--- config.mk ---
export PLATFORM = sky130hd
export DESIGN_NAME = serial_alu
export DESIGN_NICKNAME = d
export VERILOG_FILES = /design/src/rtl/serial_alu.sv
export SDC_FILE = /design/constraint.sdc
export NUM_CORES = 1
export LEC_CHECK = 0
export ABC_AREA = 1
export CORE_AREA = 2 2 107 151
export CTS_CLUSTER_DIAMETER = 60
export DETAILED_ROUTE_END_ITERATION = 8
export DIE_AREA = 0 0 109 153
export PLACE_DENSITY = 0.73
export SYNTH_ARGS = -nofsm -noshare
export SYNTH_HDL_FRONTEND = slang
export SYNTH_SLANG_ARGS = --single-unit
--- constraint.sdc ---
create_clock -name Clk -period 4.83 [get_ports Clk]
set_input_delay 0.7245 -clock Clk [delete_from_list [all_inputs] [get_ports Clk]]
set_output_delay 0.7245 -clock Clk [all_outputs]
set_load 0.01 [all_outputs]
--- src/rtl/serial_alu.sv ---
// Bit-serial ALU: processes SLICE bits per cycle over XLEN/SLICE cycles, LSB group first.
// Define SERIAL_ALU_CMP_EN to build SLT/SLTU; otherwise Op 5/6 behave like the reserved Op 7.
module serial_alu #(
    parameter int XLEN  = 32,
    parameter int SLICE = 4
) (
    input  logic            Clk,
    input  logic            Reset,
    input  logic            Start,
    input  logic [2:0]      Op,
    input  logic [XLEN-1:0] InA,
    input  logic [XLEN-1:0] InB,
    output logic            Busy,
    output logic            Done,
    output logic [XLEN-1:0] OutC,
    output logic            CarryOut,
    output logic            Zero
);

    localparam int N  = XLEN / SLICE;
    localparam int CW = (N > 1) ? $clog2(N) : 1;

    localparam logic [1:0] IDLE = 2'd0;
    localparam logic [1:0] RUN  = 2'd1;
    localparam logic [1:0] DONE = 2'd2;

    localparam logic [2:0] OP_ADD  = 3'd0;
    localparam logic [2:0] OP_SUB  = 3'd1;
    localparam logic [2:0] OP_OR   = 3'd2;
    localparam logic [2:0] OP_XOR  = 3'd3;
    localparam logic [2:0] OP_AND  = 3'd4;
    localparam logic [2:0] OP_SLT  = 3'd5;
    localparam logic [2:0] OP_SLTU = 3'd6;
    localparam logic [2:0] OP_RSV  = 3'd7;

    logic [1:0]      state_q, state_d;
    logic [CW-1:0]   cnt_q, cnt_d;
    logic            carry_q, carry_d;
    logic [XLEN-1:0] a_q, a_d;
    logic [XLEN-1:0] b_q, b_d;
    logic [2:0]      op_q, op_d;
    logic [XLEN-1:0] acc_q, acc_d;
    logic [XLEN-1:0] outc_q, outc_d;
    logic            cout_q, cout_d;

`ifdef SERIAL_ALU_CMP_EN
    logic            aMsb_q, aMsb_d;
    logic            bMsb_q, bMsb_d;
    logic            ltSigned;
`endif

    logic [SLICE-1:0]      aSl, bSl, bEff, sliceRes;
    logic [SLICE:0]        sum;
    logic [XLEN+SLICE-1:0] accShift;
    logic [XLEN-1:0]       accNext;
    logic                  subPath;
    logic                  lastSlice;

    // Comparisons reuse the subtract path, so they also need the inverted-B / carry-in-1 setup.
    function automatic logic usesSub(input logic [2:0] op);
`ifdef SERIAL_ALU_CMP_EN
        return (op == OP_SUB) || (op == OP_SLT) || (op == OP_SLTU);
`else
        return (op == OP_SUB);
`endif
    endfunction

    assign aSl       = a_q[SLICE-1:0];
    assign bSl       = b_q[SLICE-1:0];
    assign subPath   = usesSub(op_q);
    assign bEff      = subPath ? ~bSl : bSl;
    assign sum       = {1'b0, aSl} + {1'b0, bEff} + {{SLICE{1'b0}}, carry_q};
    assign accShift  = {sliceRes, acc_q};
    assign accNext   = accShift[XLEN+SLICE-1:SLICE];
    assign lastSlice = (cnt_q == CW'(N - 1));

`ifdef SERIAL_ALU_CMP_EN
    // Differing signs decide directly; equal signs cannot overflow, so the difference sign is exact.
    assign ltSigned = (aMsb_q ^ bMsb_q) ? aMsb_q : sum[SLICE-1];
`endif

    always_comb begin
        sliceRes = '0;
        case (op_q)
            OP_ADD, OP_SUB: sliceRes = sum[SLICE-1:0];
            OP_OR:          sliceRes = aSl | bSl;
            OP_XOR:         sliceRes = aSl ^ bSl;
            OP_AND:         sliceRes = ~(~aSl | ~bSl);
            default:        sliceRes = '0;
        endcase
    end

    always_comb begin
        state_d = state_q;
        cnt_d   = cnt_q;
        carry_d = carry_q;
        a_d     = a_q;
        b_d     = b_q;
        op_d    = op_q;
        acc_d   = acc_q;
        outc_d  = outc_q;
        cout_d  = cout_q;
`ifdef SERIAL_ALU_CMP_EN
        aMsb_d  = aMsb_q;
        bMsb_d  = bMsb_q;
`endif
        case (state_q)
            RUN: begin
                a_d     = a_q >> SLICE;
                b_d     = b_q >> SLICE;
                acc_d   = accNext;
                carry_d = sum[SLICE];
                cnt_d   = cnt_q + CW'(1);
                if (lastSlice) begin
                    state_d = DONE;
                    cnt_d   = '0;
                    carry_d = 1'b0;
                    case (op_q)
                        OP_ADD, OP_SUB: begin
                            outc_d = accNext;
                            cout_d = sum[SLICE];
                        end
                        OP_OR, OP_XOR, OP_AND: begin
                            outc_d = accNext;
                            cout_d = 1'b0;
                        end
`ifdef SERIAL_ALU_CMP_EN
                        OP_SLT: begin
                            outc_d = {{(XLEN-1){1'b0}}, ltSigned};
                            cout_d = 1'b0;
                        end
                        OP_SLTU: begin
                            outc_d = {{(XLEN-1){1'b0}}, ~sum[SLICE]};
                            cout_d = 1'b0;
                        end
`else
                        OP_SLT, OP_SLTU, OP_RSV: begin
                            outc_d = '0;
                            cout_d = 1'b0;
                        end
`endif
                        default: begin
                            outc_d = '0;
                            cout_d = 1'b0;
                        end
                    endcase
                end
            end
            default: begin
                // IDLE and DONE both accept; DONE with Start skips the IDLE cycle entirely.
                if (Start) begin
                    state_d = RUN;
                    cnt_d   = '0;
                    carry_d = usesSub(Op);
                    a_d     = InA;
                    b_d     = InB;
                    op_d    = Op;
                    acc_d   = '0;
`ifdef SERIAL_ALU_CMP_EN
                    aMsb_d  = InA[XLEN-1];
                    bMsb_d  = InB[XLEN-1];
`endif
                end else begin
                    state_d = IDLE;
                end
            end
        endcase
    end

    always_ff @(posedge Clk or posedge Reset) begin
        if (Reset) begin
            state_q <= IDLE;
            cnt_q   <= '0;
            carry_q <= 1'b0;
            a_q     <= '0;
            b_q     <= '0;
            op_q    <= OP_ADD;
            acc_q   <= '0;
            outc_q  <= '0;
            cout_q  <= 1'b0;
`ifdef SERIAL_ALU_CMP_EN
            aMsb_q  <= 1'b0;
            bMsb_q  <= 1'b0;
`endif
        end else begin
            state_q <= state_d;
            cnt_q   <= cnt_d;
            carry_q <= carry_d;
            a_q     <= a_d;
            b_q     <= b_d;
            op_q    <= op_d;
            acc_q   <= acc_d;
            outc_q  <= outc_d;
            cout_q  <= cout_d;
`ifdef SERIAL_ALU_CMP_EN
            aMsb_q  <= aMsb_d;
            bMsb_q  <= bMsb_d;
`endif
        end
    end

    assign Busy     = (state_q == RUN);
    assign Done     = (state_q == DONE);
    assign OutC     = outc_q;
    assign CarryOut = cout_q;
    assign Zero     = (outc_q == '0);

endmodule

[Yosys cells after proc, flatten, opt, wreduce, memory -nomap -nowiden]
Index checks and enable logic that the tools add are counted.
Storage, ports and cells
  register bits after elaboration: 138
  bits in latches: 0
  memory bits (writable): 0
  memory bits (read-only): 0
  output and inout bits: 36
  logic and storage cells: 59
  memories: 0
Cells by class
  add/sub/neg operators: 3
  $mul: 0
  divide/modulo/power cells: 0
  order comparisons: 0
  eq/ne operators: 12
  shift-type cells: 0
  mux-type cells: 19
  bitwise operators: 7
  reduce and logical (&&, ||, !) cells: 9
Operators by type and width (count)
  32-bit two-way mux: 6
  32-bit one-hot mux with 2 select lines: 1
  32-bit logical NOT: 1
  4-bit one-hot mux with 4 select lines: 1
  3-bit == test, second input constant: 5
  4-bit NOT: 3
  3-bit two-way mux: 3
  4-bit OR: 2
  3-bit by 1-bit == test with 1-bit output, second input constant: 2
  3-bit by 2-bit == test with 1-bit output, second input constant: 2
  6-bit OR reduction: 1
  4-bit by 4-bit adder with 5-bit output: 1
  5-bit by 1-bit adder with 5-bit output: 1
  5-bit OR reduction: 1
  1-bit two-way mux: 4
  2-bit two-way mux: 2
  4-bit two-way mux: 1
  2-bit AND reduction: 2
  4-bit bitwise XOR: 1
  3-bit by 1-bit adder with 3-bit output, second input constant: 1
  3-bit logical NOT: 1
  3-bit OR reduction: 1
  2-bit by 1-bit == test with 1-bit output, second input constant: 1
  2-bit == test, second input constant: 1
  other kinds (5): 5

[Logic depth before layout (Yosys ltp)]
Gate-level depths: netlist of run 1.
  depth in word-level cells: 6
  mapped depth: 13

[Least setup slack after synthesis of run 1]
Ideal clock, no wire load.
  kind: register -> register
  from: register op_q[1]
  to: register acc_q[30]
  setup time: 0.130 ns
  data arrival time: 2.144 ns
  data required time: 4.700 ns
  setup slack: 2.556 ns
  cell stages (with the launch flop): 13
  clock period less this slack: 2.274 ns
  cell sequence: dfrtp_1 > buf_6 > nor2_4 > nand2_1 > xor2_1 > fa_1 > fa_1 > inv_1 > nand2_1 > nand3_1 > o21ai_1 > o21ai_0 > o21ai_1
On the way
  cells in the longest elaborated chain, start to end: 6
Ends and longest elaborated chain
  start, declared: line 41  | logic [2:0] op_q, op_d;
  start signal, assigned: line 191  | op_q <= op_d;
  3-bit by 1-bit == test with 1-bit output: line 64, 84
  4-bit two-way mux: line 71  | assign bEff = subPath ? ~bSl : bSl;
  4-bit by 4-bit adder with 5-bit output: line 72  | assign sum = {1'b0, aSl} + {1'b0, bEff} + {{SLICE{1'b0}}, carry_q};
  5-bit by 1-bit adder with 5-bit output: line 72
  4-bit one-hot mux with 4 select lines (*): line 84  | case (op_q)
  32-bit two-way mux (*): line 107  | case (state_q)
  end signal, assigned: line 178  | acc_q <= '0;
  end signal, assigned: line 192  | acc_q <= acc_d;
  end, declared: line 42  | logic [XLEN-1:0] acc_q, acc_d;
Mark *: on every way between the ends. The rest lies on a longest branch, timed or not.
A chain may end at the register's enable or synchronous reset.

[Worst setup path after layout of run 1]
  from: register state_q[1]
  to: output port Busy
On the way
  cells in the longest elaborated chain, start to end: 1
Ends and longest elaborated chain
  start, declared: line 36  | logic [1:0] state_q, state_d;
  start signal, assigned: line 186  | state_q <= state_d;
  2-bit by 1-bit == test with 1-bit output: line 202  | assign Busy = (state_q == RUN);
  end, declared: line 13  | output logic Busy,
No other way between the ends.

==> results of run 1 <==
-- Yosys cell counts, drive strengths merged (7+ instances only) --
| master | instances |
|---|---|
| nand3 | 33 |
| o31ai | 16 |
| o221ai | 27 |
| o22ai | 20 |
| ha | 13 |
| nand2 | 164 |
| buf | 27 |
| dfrtp | 134 |
| nand4 | 7 |
| inv | 107 |
| clkbuf | 9 |
| o21ai | 31 |
| o211ai | 22 |
| nor2 | 13 |
-- sequential cells by signal, summed over array words and instances (netlist names) --
| register | flops |
|---|---|
| CarryOut | 1 |
| state_q | 2 |
| a_q | 32 |
| OutC | 32 |
| b_q | 32 |
| carry_q | 1 |
| acc_q | 28 |
| op_q | 3 |
| cnt_q | 3 |
-- layout make-up --
cell class,instances,share of cell area [%]
Sequential cell,134,43.79
Multi-Input combinational cell,366,26.86
Timing Repair Buffer,108,14.02
Clock buffer,21,5.752
Inverter,107,5.278
Tap cell,196,3.203
Clock inverter,10,1.095
-- final timing paths --
| kind | startpoint | end | slack (ns) | depth (start not counted) |
|---|---|---|---|---|
| setup reg to reg | state_q[0] | a_q[7] | 1.81 | 6 |
| setup / recovery | state_q[1] | Busy | 1.49 | 4 |
| max in group asynchronous | Reset | b_q[24] | 2.99 | 3 |
| hold / removal | acc_q[28] | acc_q[28] | 0.48 | 2 |
| min in group asynchronous | Reset | OutC[12] | 0.84 | 2 |
| hold reg to reg | acc_q[28] | acc_q[28] | 0.48 | 2 |
-- critical path, cell delays in order (launching register included) --
cell and delay (ns):
dfrtp_1 0.37, inv_2 0.06, nand2_2 0.49, inv_2 0.63, clkdlybuf4s50_1 0.64
-- kinds of logic after synthesis --
family / after synthesis / share of synthesized area [%]
xor+xnor: 4 / 0.5787
buf+inv: 143 / 10.62
simple gates: 221 / 15.42
fa+ha+maj: 15 / 3.349
compound gates: 126 / 14.63
flops: 134 / 55.39
-- power by group --
part / internal (uW) / total [uW] / leakage (uW) / switching [uW]
logic: 635 / 1730 / 0.00146 / 1090
clock network: 698 / 1150 / 0.000256 / 456
registers: 1490 / 1690 / 0.00176 / 195
-- routing by layer --
| metal | part of all wire (%) | track usage (%) |
|---|---|---|
| met5 | 0 | 0 |
| met4 | 1.7 | 5.983 |
| met3 | 4.5 | 4.307 |
| met2 | 51 | 29.37 |
| met1 | 42 | 22.04 |
-- through the flow --
stage	cells	hold WS, ns	worst slack, ns
after global routing	942	0.4971	1.335
after global placement	911	0.4672	1.867
after CTS	942	0.4825	1.485
final	942	0.4786	1.490
after floorplan	643	0.4489	0.5227
after detailed placement	911	0.4678	1.811
==> run_summary.xml, run 1 <==
<?xml version="1.0" encoding="UTF-8"?>
<metrics>
  <group name="global_routing">
    <metric name="grt_pass1_vias" unit="">4766</metric>
    <metric name="globalRoute.totalOverflow" unit="">0</metric>
    <metric name="grt_pass1_wl" unit="mm">22.87</metric>
    <metric name="grt_total_usage" unit="%">17.59</metric>
    <metric name="grt_max_degree" unit="">72</metric>
    <metric name="grt_antenna_before_repair" unit="">0</metric>
  </group>
  <group name="cells_and_area">
    <metric name="mostFrequentLayoutCell" unit="">nand2_1</metric>
    <metric name="nFillCells" unit="">1411</metric>
    <metric name="num-nets-final" unit="">819</metric>
    <metric name="final_cell_mix" unit="">160 x nand2_1, 134 x dfrtp_1, 105 x clkdlybuf4s50_1</metric>
    <metric name="multiInputGateArea" unit="um2">2057</metric>
    <metric name="post_route_cells_drive_above_1_share" unit="%">5.898</metric>
    <metric name="seq_area" unit="um2">3353</metric>
    <metric name="n_antenna_cell" unit="">0</metric>
    <metric name="postLayoutCellArea" unit="um2">7657</metric>
    <metric name="fin_util" unit="%">49.93</metric>
    <metric name="area_delta_synth_final" unit="%">26.50</metric>
  </group>
  <group name="synthesis">
    <metric name="synthDominantAreaCellType" unit="">dfrtp_1</metric>
    <metric name="synth.ff_latch_count" unit="">134</metric>
    <metric name="synthesized_netlist_net_count" unit="">728</metric>
    <metric name="synth.cell_area" unit="um2">6053</metric>
    <metric name="netlist.area_leader.share" unit="%">55.39</metric>
    <metric name="netlist_instances" unit="">643</metric>
    <metric name="edff_count_synth" unit="">0</metric>
    <metric name="share_of_async_settable_or_async_resettable_flops_after_synthesis" unit="%">100.0</metric>
    <metric name="postSynth.topFlopCell" unit="">dfrtp_1</metric>
    <metric name="ys_types" unit="">31</metric>
    <metric name="synth.avg_cell_area" unit="um2">9.414</metric>
    <metric name="synthTopCellsByArea" unit="">dfrtp_1 55%, nand2_1 9.9%, inv_1 6.3%</metric>
    <metric name="seq_area_frac_synth" unit="%">55.39</metric>
    <metric name="synth-warning-count" unit="">0</metric>
  </group>
  <group name="timing">
    <metric name="finalCriticalPeriod" unit="ns">3.340</metric>
    <metric name="setup_viol" unit="">0</metric>
    <metric name="fmax" unit="MHz">299.4</metric>
    <metric name="rsz0062_at_grt" unit="">no</metric>
    <metric name="clock-skew-final" unit="ns">0.005221</metric>
    <metric name="setup_tns" unit="ns">0</metric>
    <metric name="worstMarginPinSlew" unit="ns">1.017</metric>
    <metric name="report.final.hold_viol_count" unit="">0</metric>
    <metric name="final_min_period_over_clock_period" unit="%">69.16</metric>
    <metric name="final-max-slew-violation-count" unit="">0</metric>
    <metric name="worst_slew_margin_rel" unit="%">32.19</metric>
  </group>
  <group name="floorplanning">
    <metric name="initial_core_util" unit="%">39.47</metric>
    <metric name="floorplan.core_area" unit="um2">15340</metric>
    <metric name="std_cell_rows" unit="">54</metric>
    <metric name="design.die.area" unit="um2">16680</metric>
    <metric name="chipWidth" unit="um">109</metric>
    <metric name="io_pins" unit="">106</metric>
    <metric name="die-height" unit="um">153</metric>
  </group>
  <group name="run">
    <metric name="number_of_maximum_capacitance_violations" unit="">0</metric>
  </group>
  <group name="critical_path">
    <metric name="endpoint_class_of_the_critical_path" unit="">output pin</metric>
    <metric name="timing_worst_setup_path_type" unit="">flop to output pin</metric>
    <metric name="worst_endpoint_data_arrival_time" unit="ns">2.62</metric>
    <metric name="required" unit="ns">4.11</metric>
    <metric name="path_max_fanout" unit="">49</metric>
    <metric name="worst_setup_path_start_kind" unit="">flop</metric>
  </group>
  <group name="clocking">
    <metric name="clock_path_buffers" unit="">2</metric>
    <metric name="cts_hold_buffers" unit="">0</metric>
    <metric name="cts_tree" unit="">done</metric>
    <metric name="clock_latency_at_the_later_pin_of_the_worst_skew_pair" unit="ns">0.41</metric>
    <metric name="cts_root_buf" unit="">clkbuf_16</metric>
    <metric name="cts_setup_buffers" unit="">0</metric>
    <metric name="cts.sinks" unit="">134</metric>
    <metric name="post_cts_resize_count" unit="">0</metric>
    <metric name="clkSlewWorstSetupHoldPaths" unit="ns">0.05</metric>
    <metric name="numCtsBuffers" unit="">17</metric>
    <metric name="htreeDepth" unit="">4</metric>
  </group>
  <group name="routing">
    <metric name="via_count" unit="">4694</metric>
    <metric name="route.detailed.wl_per_inst" unit="um">14.57</metric>
    <metric name="drt-total-wl" unit="mm">13.73</metric>
    <metric name="detailedRoute.firstPassIterationCount" unit="">4</metric>
    <metric name="drt_via_density" unit="">4.983</metric>
    <metric name="route.detailed.drc" unit="">0</metric>
    <metric name="route.antenna.remaining_nets" unit="">0</metric>
    <metric name="dr.first_iter.drc_count" unit="">150</metric>
  </group>
  <group name="placed_design">
    <metric name="dpl_cell_area" unit="um2">7133</metric>
    <metric name="port_buffers" unit="">105</metric>
    <metric name="place.gp.congestion" unit="">0.8734</metric>
    <metric name="hpwl" unit="mm">9.600</metric>
  </group>
  <group name="run_status">
    <metric name="status" unit="">finished clean</metric>
  </group>
  <group name="pwr">
    <metric name="leakage" unit="uW">0.003477</metric>
    <metric name="finalPower" unit="uW">4567</metric>
    <metric name="power-per-cell-area" unit="nW/um2">596.4</metric>
    <metric name="power.ir.vdd_worst" unit="V">0.0003328</metric>
  </group>
  <group name="worst_hold_path">
    <metric name="holdCritPathClass" unit="">flop to flop</metric>
  </group>
</metrics>
Note: power is estimated with default switching activity, not from simulation.
==> run 2: changes to the inputs <==
Settings changed: PLACE_DENSITY 0.73 to 0.75.
Clock period 4.83 ns to 2.68 ns, I/O delays scaled along.
==> run 2 against run 1 <==
Against the previous run:
- final cell count is 0.64% higher
- die area stayed put
- clock skew is 0.0053 ns higher
- sequential power is 79% higher
- clock power is 110% higher
- sequential share of layout area is 0.87 points lower
- via count is 0.49% higher
- worst hold slack better by 0.014 ns
- power is 90% higher
- non-clock buffer count is 6 higher
- clock-buffer cell count stayed put
- core utilization is 1.0 points higher
==> run_summary.xml, run 2 (synthesis gave the netlist of run 1 again) <==
<?xml version="1.0" encoding="UTF-8"?>
<metrics>
  <group name="global_routing">
    <metric name="grt_pass1_wl" unit="mm">23.10</metric>
    <metric name="grt_pass1_vias" unit="">4701</metric>
    <metric name="globalRoute.totalOverflow" unit="">0</metric>
    <metric name="grt_max_degree" unit="">135</metric>
    <metric name="grt_total_usage" unit="%">17.72</metric>
    <metric name="grt_antenna_before_repair" unit="">0</metric>
  </group>
  <group name="pwr">
    <metric name="p_clk_share" unit="%">27.4</metric>
    <metric name="finalPower" unit="uW">8663</metric>
    <metric name="power_frac_seq" unit="%">34.9</metric>
    <metric name="leakage" unit="uW">0.003545</metric>
    <metric name="power.ir.vdd_worst" unit="V">0.0005187</metric>
    <metric name="power-per-cell-area" unit="nW/um2">1109</metric>
    <metric name="power.internal" unit="uW">5429</metric>
    <metric name="power.combinational.fraction" unit="%">37.7</metric>
    <metric name="p_sw_share" unit="%">37.33</metric>
    <metric name="p_sw" unit="uW">3234</metric>
  </group>
  <group name="clocking">
    <metric name="numCtsBuffers" unit="">17</metric>
    <metric name="cts_hold_buffers" unit="">0</metric>
    <metric name="clock_path_buffers" unit="">2</metric>
    <metric name="cts_tree" unit="">done</metric>
    <metric name="clock_latency_at_the_later_pin_of_the_worst_skew_pair" unit="ns">0.41</metric>
    <metric name="clkSlewWorstSetupHoldPaths" unit="ns">0.06</metric>
    <metric name="htreeDepth" unit="">4</metric>
    <metric name="cts_root_buf" unit="">clkbuf_16</metric>
    <metric name="cts.sinks" unit="">134</metric>
    <metric name="cts_setup_buffers" unit="">0</metric>
  </group>
  <group name="timing">
    <metric name="setup_viol" unit="">0</metric>
    <metric name="setup_tns" unit="ns">0</metric>
    <metric name="final_min_period_over_clock_period" unit="%">91.56</metric>
    <metric name="final-max-slew-violation-count" unit="">0</metric>
    <metric name="clock-skew-final" unit="ns">0.01048</metric>
    <metric name="finalCriticalPeriod" unit="ns">2.454</metric>
    <metric name="report.final.hold_viol_count" unit="">0</metric>
    <metric name="worstMarginPinSlew" unit="ns">0.7600</metric>
    <metric name="rsz0062_at_grt" unit="">no</metric>
    <metric name="fmax" unit="MHz">407.5</metric>
    <metric name="worst_slew_margin_rel" unit="%">49.34</metric>
  </group>
  <group name="routing">
    <metric name="via_count" unit="">4717</metric>
    <metric name="route.detailed.drc" unit="">0</metric>
    <metric name="drt_via_density" unit="">4.976</metric>
    <metric name="drt-total-wl" unit="mm">14.08</metric>
    <metric name="route.detailed.wl_per_inst" unit="um">14.85</metric>
    <metric name="detailedRoute.firstPassIterationCount" unit="">6</metric>
    <metric name="route.antenna.remaining_nets" unit="">0</metric>
    <metric name="dr.first_iter.drc_count" unit="">206</metric>
  </group>
  <group name="cells_and_area">
    <metric name="post_route_cells_drive_above_1_share" unit="%">7.048</metric>
    <metric name="fin_util" unit="%">50.94</metric>
    <metric name="num-nets-final" unit="">825</metric>
    <metric name="area_delta_synth_final" unit="%">29.06</metric>
    <metric name="mostFrequentLayoutCell" unit="">nand2_1</metric>
    <metric name="final_cell_mix" unit="">159 x nand2_1, 134 x dfrtp_1, 105 x clkdlybuf4s50_1</metric>
    <metric name="n_antenna_cell" unit="">0</metric>
  </group>
  <group name="run_status">
    <metric name="status" unit="">finished clean</metric>
  </group>
  <group name="floorplanning">
    <metric name="floorplan.core_area" unit="um2">15340</metric>
    <metric name="design.die.area" unit="um2">16680</metric>
    <metric name="die-height" unit="um">153</metric>
    <metric name="chipWidth" unit="um">109</metric>
    <metric name="std_cell_rows" unit="">54</metric>
    <metric name="initial_core_util" unit="%">39.47</metric>
    <metric name="io_pins" unit="">106</metric>
  </group>
  <group name="critical_path">
    <metric name="cp_slowest_cell" unit="">dfrtp_1</metric>
    <metric name="critical_path.cell_chain" unit="">nor2_4 -&gt; nand2_2 -&gt; xor2_1 -&gt; fa_1 -&gt; fa_1 -&gt; inv_1 -&gt; nand2_1 -&gt; nand3_1 -&gt; o21ai_1 -&gt; o21ai_0 -&gt; o21ai_1</metric>
    <metric name="required" unit="ns">2.95</metric>
    <metric name="slowest_delay" unit="ns">0.49</metric>
    <metric name="worst_setup_path_start_kind" unit="">flop</metric>
    <metric name="timing_worst_setup_path_type" unit="">flop to flop</metric>
    <metric name="path_max_fanout" unit="">6</metric>
    <metric name="endpoint_class_of_the_critical_path" unit="">flop</metric>
    <metric name="worst_endpoint_data_arrival_time" unit="ns">2.73</metric>
  </group>
  <group name="placed_design">
    <metric name="place.gp.congestion" unit="">0.8570</metric>
    <metric name="hpwl" unit="mm">9.740</metric>
    <metric name="port_buffers" unit="">105</metric>
  </group>
  <group name="run">
    <metric name="number_of_maximum_capacitance_violations" unit="">0</metric>
  </group>
  <group name="worst_hold_path">
    <metric name="holdCritPathClass" unit="">flop to flop</metric>
  </group>
</metrics>
==> run 2: changes by cell type in the layout (fill, tap and decap cells not counted) <==
| cell | before | now |
|---|---|---|
| bufinv_16 | 1 | 3 |
| clkbuf_1 | 4 | 2 |
| clkbuf_8 | 0 | 2 |
| clkinv_2 | 6 | 1 |
| buf_4 | 3 | 7 |
| clkinvlp_4 | 2 | 3 |
| inv_4 | 1 | 0 |
| buf_12 | 0 | 2 |
| inv_6 | 0 | 3 |
| nand2_1 | 160 | 159 |
| nand2_2 | 2 | 3 |
==> run 2: power groups by stage <==
stage / sequential (uW) / clock [uW] / combinational [uW]
4_1_cts: 3030 / 2420 / 3290
3_5_place_dp: 3050 / 0 / 3260
2_1_floorplan: 3000 / 0 / 2390
5_1_grt: 3090 / 2510 / 3690
6_report: 3020 / 2380 / 3270
3_3_place_gp: 3030 / 0 / 3200
==> run 2: layout make-up <==
type / count / area, um2
multi-input combinational: 366 / 2059
clock inverter: 10 / 145.1
inverter: 107 / 405.4
clock buffer: 21 / 460.4
fill: 1391 / 7525
timing repair buffer: 114 / 1144
tap: 196 / 245.2
sequential: 134 / 3353
==> run 2: timing repair <==
item,in CTS,in global routing
endpoints found under the setup margin,0,1
hold endpoints to repair,0,0
resized for setup,0,1
==> run 2: worst paths after layout <==
kind	cells past startpoint	startpoint	end	slack (ns)
max	11	op_q[2]	OutC[30]	0.23
min in group asynchronous	3	Reset	OutC[14]	0.50
min	2	b_q[10]	b_q[6]	0.49
max reg2reg	11	op_q[2]	OutC[30]	0.23
min reg2reg	2	b_q[10]	b_q[6]	0.49
max in group asynchronous	3	Reset	a_q[8]	1.56
==> run 2: layer usage <==
| layer | vias to the layer above | share of wire [%] | GRT usage, % |
|---|---|---|---|
| met5 | - | 0 | 0 |
| met4 | 0 | 2.9 | 7.082 |
| met3 | 24 | 3.5 | 3.454 |
| met2 | 116 | 51 | 30.46 |
| met1 | 2255 | 42 | 21.47 |
| li1 | 2322 | - | - |
==> run 2: critical path, delay by kind of cell, from the launching register on <==
family / cells / cell delay [ns]
AO/OA/AOI/OAI: 3 / 0.30
XOR/XNOR: 1 / 0.17
adder cells (fa/ha/maj): 2 / 0.82
buffers and inverters: 1 / 0.09
flip-flops: 1 / 0.49
AND/OR/NAND/NOR: 4 / 0.45
==> run 2: metrics by stage <==
stage                     hold WS [ns]  instance area (um2)  setup slack, ns  instances
after floorplan                 0.4489                 6057           0.4055        643
after global placement          0.4711                 7204           0.2559        917
after detailed placement        0.4796                 7204           0.1740        917
after CTS                       0.4959                 7810           0.1633        948
after global routing            0.5158                 7812          0.06023        948
final                           0.4925                 7812           0.2262        948
==> run 3: changes to the inputs <==
--- a/config.mk
+++ b/config.mk
@@ -8,2 +8,3 @@
 export ABC_AREA = 1
+export CAP_MARGIN = 10
 export CORE_AREA = 2 2 107 151
==> constraint.sdc (replaced) <==
create_clock -name Clk -period 2.68 [get_ports Clk]
set_input_delay 0.536 -clock Clk [delete_from_list [all_inputs] [get_ports Clk]]
set_output_delay 0.536 -clock Clk [all_outputs]
set_load 0.01 [all_outputs]
==> run 3 against run 2 <==
Against the previous run:
- final cell count is 0.32% higher
- critical path type is now flop to output pin
- largest power group unchanged
- highest routed layer unchanged
- register-to-register slack better by 0.05 ns
- sequential power is essentially flat
==> run_summary.xml, run 3 (synthesis gave the netlist of run 1 again) <==
<?xml version="1.0" encoding="UTF-8"?>
<metrics>
  <group name="routing">
    <metric name="route.detailed.drc" unit="">0</metric>
    <metric name="via_count" unit="">4787</metric>
    <metric name="drt-total-wl" unit="mm">14.67</metric>
    <metric name="dr.first_iter.drc_count" unit="">256</metric>
    <metric name="detailedRoute.firstPassIterationCount" unit="">4</metric>
    <metric name="route.antenna.remaining_nets" unit="">0</metric>
    <metric name="route.detailed.wl_per_inst" unit="um">15.42</metric>
    <metric name="drt_via_density" unit="">5.034</metric>
  </group>
  <group name="clocking">
    <metric name="clock_path_buffers" unit="">2</metric>
    <metric name="numCtsBuffers" unit="">17</metric>
    <metric name="cts.sinks" unit="">134</metric>
    <metric name="htreeDepth" unit="">4</metric>
    <metric name="cts_root_buf" unit="">clkbuf_16</metric>
    <metric name="clkSlewWorstSetupHoldPaths" unit="ns">0.06</metric>
    <metric name="cts_tree" unit="">done</metric>
    <metric name="clock_latency_at_the_later_pin_of_the_worst_skew_pair" unit="ns">0.41</metric>
  </group>
  <group name="floorplanning">
    <metric name="std_cell_rows" unit="">54</metric>
    <metric name="chipWidth" unit="um">109</metric>
    <metric name="floorplan.core_area" unit="um2">15340</metric>
    <metric name="io_pins" unit="">106</metric>
    <metric name="initial_core_util" unit="%">39.47</metric>
    <metric name="design.die.area" unit="um2">16680</metric>
    <metric name="die-height" unit="um">153</metric>
  </group>
  <group name="cells_and_area">
    <metric name="seq_area" unit="um2">3354</metric>
    <metric name="mostFrequentLayoutCell" unit="">nand2_1</metric>
    <metric name="multiInputGateArea" unit="um2">2062</metric>
    <metric name="area_delta_synth_final" unit="%">30.34</metric>
    <metric name="num-nets-final" unit="">828</metric>
    <metric name="final_cell_mix" unit="">159 x nand2_1, 133 x dfrtp_1, 105 x clkdlybuf4s50_1</metric>
    <metric name="n_antenna_cell" unit="">0</metric>
    <metric name="nFillCells" unit="">1382</metric>
    <metric name="post_route_cells_drive_above_1_share" unit="%">7.815</metric>
  </group>
  <group name="global_routing">
    <metric name="grt_total_usage" unit="%">18.55</metric>
    <metric name="grt_pass1_vias" unit="">4953</metric>
    <metric name="grt_antenna_before_repair" unit="">0</metric>
    <metric name="grt_max_degree" unit="">77</metric>
    <metric name="globalRoute.totalOverflow" unit="">0</metric>
    <metric name="grt_pass1_wl" unit="mm">24.05</metric>
  </group>
  <group name="timing">
    <metric name="report.final.hold_viol_count" unit="">0</metric>
    <metric name="fmax" unit="MHz">393.3</metric>
    <metric name="final-max-slew-violation-count" unit="">0</metric>
    <metric name="setup_tns" unit="ns">0</metric>
    <metric name="worstMarginPinSlew" unit="ns">0.6338</metric>
    <metric name="worst_slew_margin_rel" unit="%">57.70</metric>
    <metric name="clock-skew-final" unit="ns">0.005597</metric>
    <metric name="finalCriticalPeriod" unit="ns">2.543</metric>
    <metric name="rsz0062_at_grt" unit="">no</metric>
    <metric name="final_min_period_over_clock_period" unit="%">94.87</metric>
    <metric name="setup_viol" unit="">0</metric>
  </group>
  <group name="run">
    <metric name="number_of_maximum_capacitance_violations" unit="">0</metric>
  </group>
  <group name="critical_path">
    <metric name="critical_path.cell_chain" unit="">nor2_1 -&gt; nand3_1 -&gt; nor2_2 -&gt; nand3_1 -&gt; nor2_1 -&gt; clkdlybuf4s50_1</metric>
    <metric name="required" unit="ns">2.14</metric>
    <metric name="worst_endpoint_data_arrival_time" unit="ns">2.01</metric>
    <metric name="timing_worst_setup_path_type" unit="">flop to output pin</metric>
    <metric name="endpoint_class_of_the_critical_path" unit="">output pin</metric>
    <metric name="critical_path.top_delay_family" unit="">simple AND/OR/NAND/NOR gates</metric>
    <metric name="cp_slowest_cell" unit="">clkdlybuf4s50_1</metric>
    <metric name="cp.buffers_inverters" unit="">1</metric>
    <metric name="path_max_fanout" unit="">3</metric>
    <metric name="slowest_delay" unit="ns">0.53</metric>
    <metric name="worst_setup_path_start_kind" unit="">flop</metric>
  </group>
  <group name="pwr">
    <metric name="power.combinational.fraction" unit="%">37.2</metric>
    <metric name="p_sw" unit="uW">3274</metric>
    <metric name="power.internal" unit="uW">5605</metric>
    <metric name="power.ir.vdd_worst" unit="V">0.0004875</metric>
    <metric name="power_frac_seq" unit="%">34.1</metric>
    <metric name="power-per-cell-area" unit="nW/um2">1125</metric>
    <metric name="leakage" unit="uW">0.003582</metric>
    <metric name="p_clk_share" unit="%">28.6</metric>
    <metric name="p_sw_share" unit="%">36.88</metric>
    <metric name="finalPower" unit="uW">8880</metric>
  </group>
  <group name="run_status">
    <metric name="status" unit="">finished clean</metric>
  </group>
  <group name="worst_hold_path">
    <metric name="holdCritPathClass" unit="">flop to flop</metric>
  </group>
  <group name="placed_design">
    <metric name="port_buffers" unit="">105</metric>
    <metric name="hpwl" unit="mm">10.20</metric>
    <metric name="place.gp.congestion" unit="">0.8662</metric>
  </group>
</metrics>
[run 3: cell types whose count changed in the layout (fill, tap and decap cells not counted)]
cell / change
clkinv_4: +1
inv_6: -2
clkbuf_8: -1
clkbuf_1: -1
clkinv_2: +1
dfrtp_2: +1
buf_4: +2
bufinv_16: +2
nor2_1: -1
nor2_2: +1
buf_12: +1
dfrtp_1: -1
[run 3: final timing paths]
kind / startpoint / end / depth (start not counted) / slack (ns)
min in group asynchronous: Reset / OutC[12] / 3 / 0.58
max in group asynchronous: Reset / op_q[2] / 3 / 1.71
hold / removal: acc_q[28] / acc_q[28] / 2 / 0.49
hold reg to reg: acc_q[28] / acc_q[28] / 2 / 0.49
setup reg to reg: op_q[2] / carry_q / 10 / 0.28
setup / recovery: OutC[28] / Zero / 6 / 0.14
[run 3: layer usage]
metal / global-route usage [%] / routed length [um] / vias up
met5: 0 / 0 / -
met4: 8.486 / 536 / 0
met3: 3.539 / 521 / 34
met2: 31.32 / 7600 / 125
met1: 22.56 / 6008 / 2300
li1: - / - / 2328
[run 3: layout make-up]
class                      instances  area share (%)
tap                              196           3.108
sequential                       134           42.52
multi-input combinational        366           26.13
clock buffer                      19           5.614
timing repair buffer             117           14.94
clock inverter                    12           2.553
inverter                         107           5.138
[run 3: what timing repair did]
item	4_1_cts	5_1_grt
gates resized for setup	0	3
buffers inserted	0	2
hold buffers	0	0
endpoints found under the setup margin	0	4
[run 3: stage by stage]
step / util [%] / hold WS (ns) / cell area, um2 / worst slack (ns) / std cells
CTS: 51.31 / 0.4878 / 7869 / 0.09483 / 949
global placement: 47.10 / 0.4643 / 7224 / 0.2801 / 918
floorplan: - / 0.4489 / 6057 / 0.4055 / 643
finish: 51.44 / 0.4850 / 7890 / 0.1375 / 951
global route: 51.44 / 0.5018 / 7890 / 0.005752 / 951
detailed placement: 47.10 / 0.4690 / 7224 / 0.1844 / 918
[run 3: power by group through the flow]
| stage | clock network, uW | registers [uW] | logic (uW) |
|---|---|---|---|
| floorplan | 0 | 3000 | 2390 |
| global placement | 0 | 3030 | 3200 |
| detailed placement | 0 | 3050 | 3270 |
| CTS | 2580 | 3030 | 3310 |
| global route | 2660 | 3090 | 3730 |
| finish | 2540 | 3030 | 3310 |
[run 3: worst register-to-register path: stages, from the launching register on]
cell and delay [ns]:
dfrtp_2 0.47, nor2_4 0.19, nand2_2 0.12, xor2_1 0.17
fa_1 0.41, fa_1 0.40, inv_1 0.08, a21oi_1 0.07
o21bai_1 0.18, nand2_1 0.07, a21oi_1 0.16
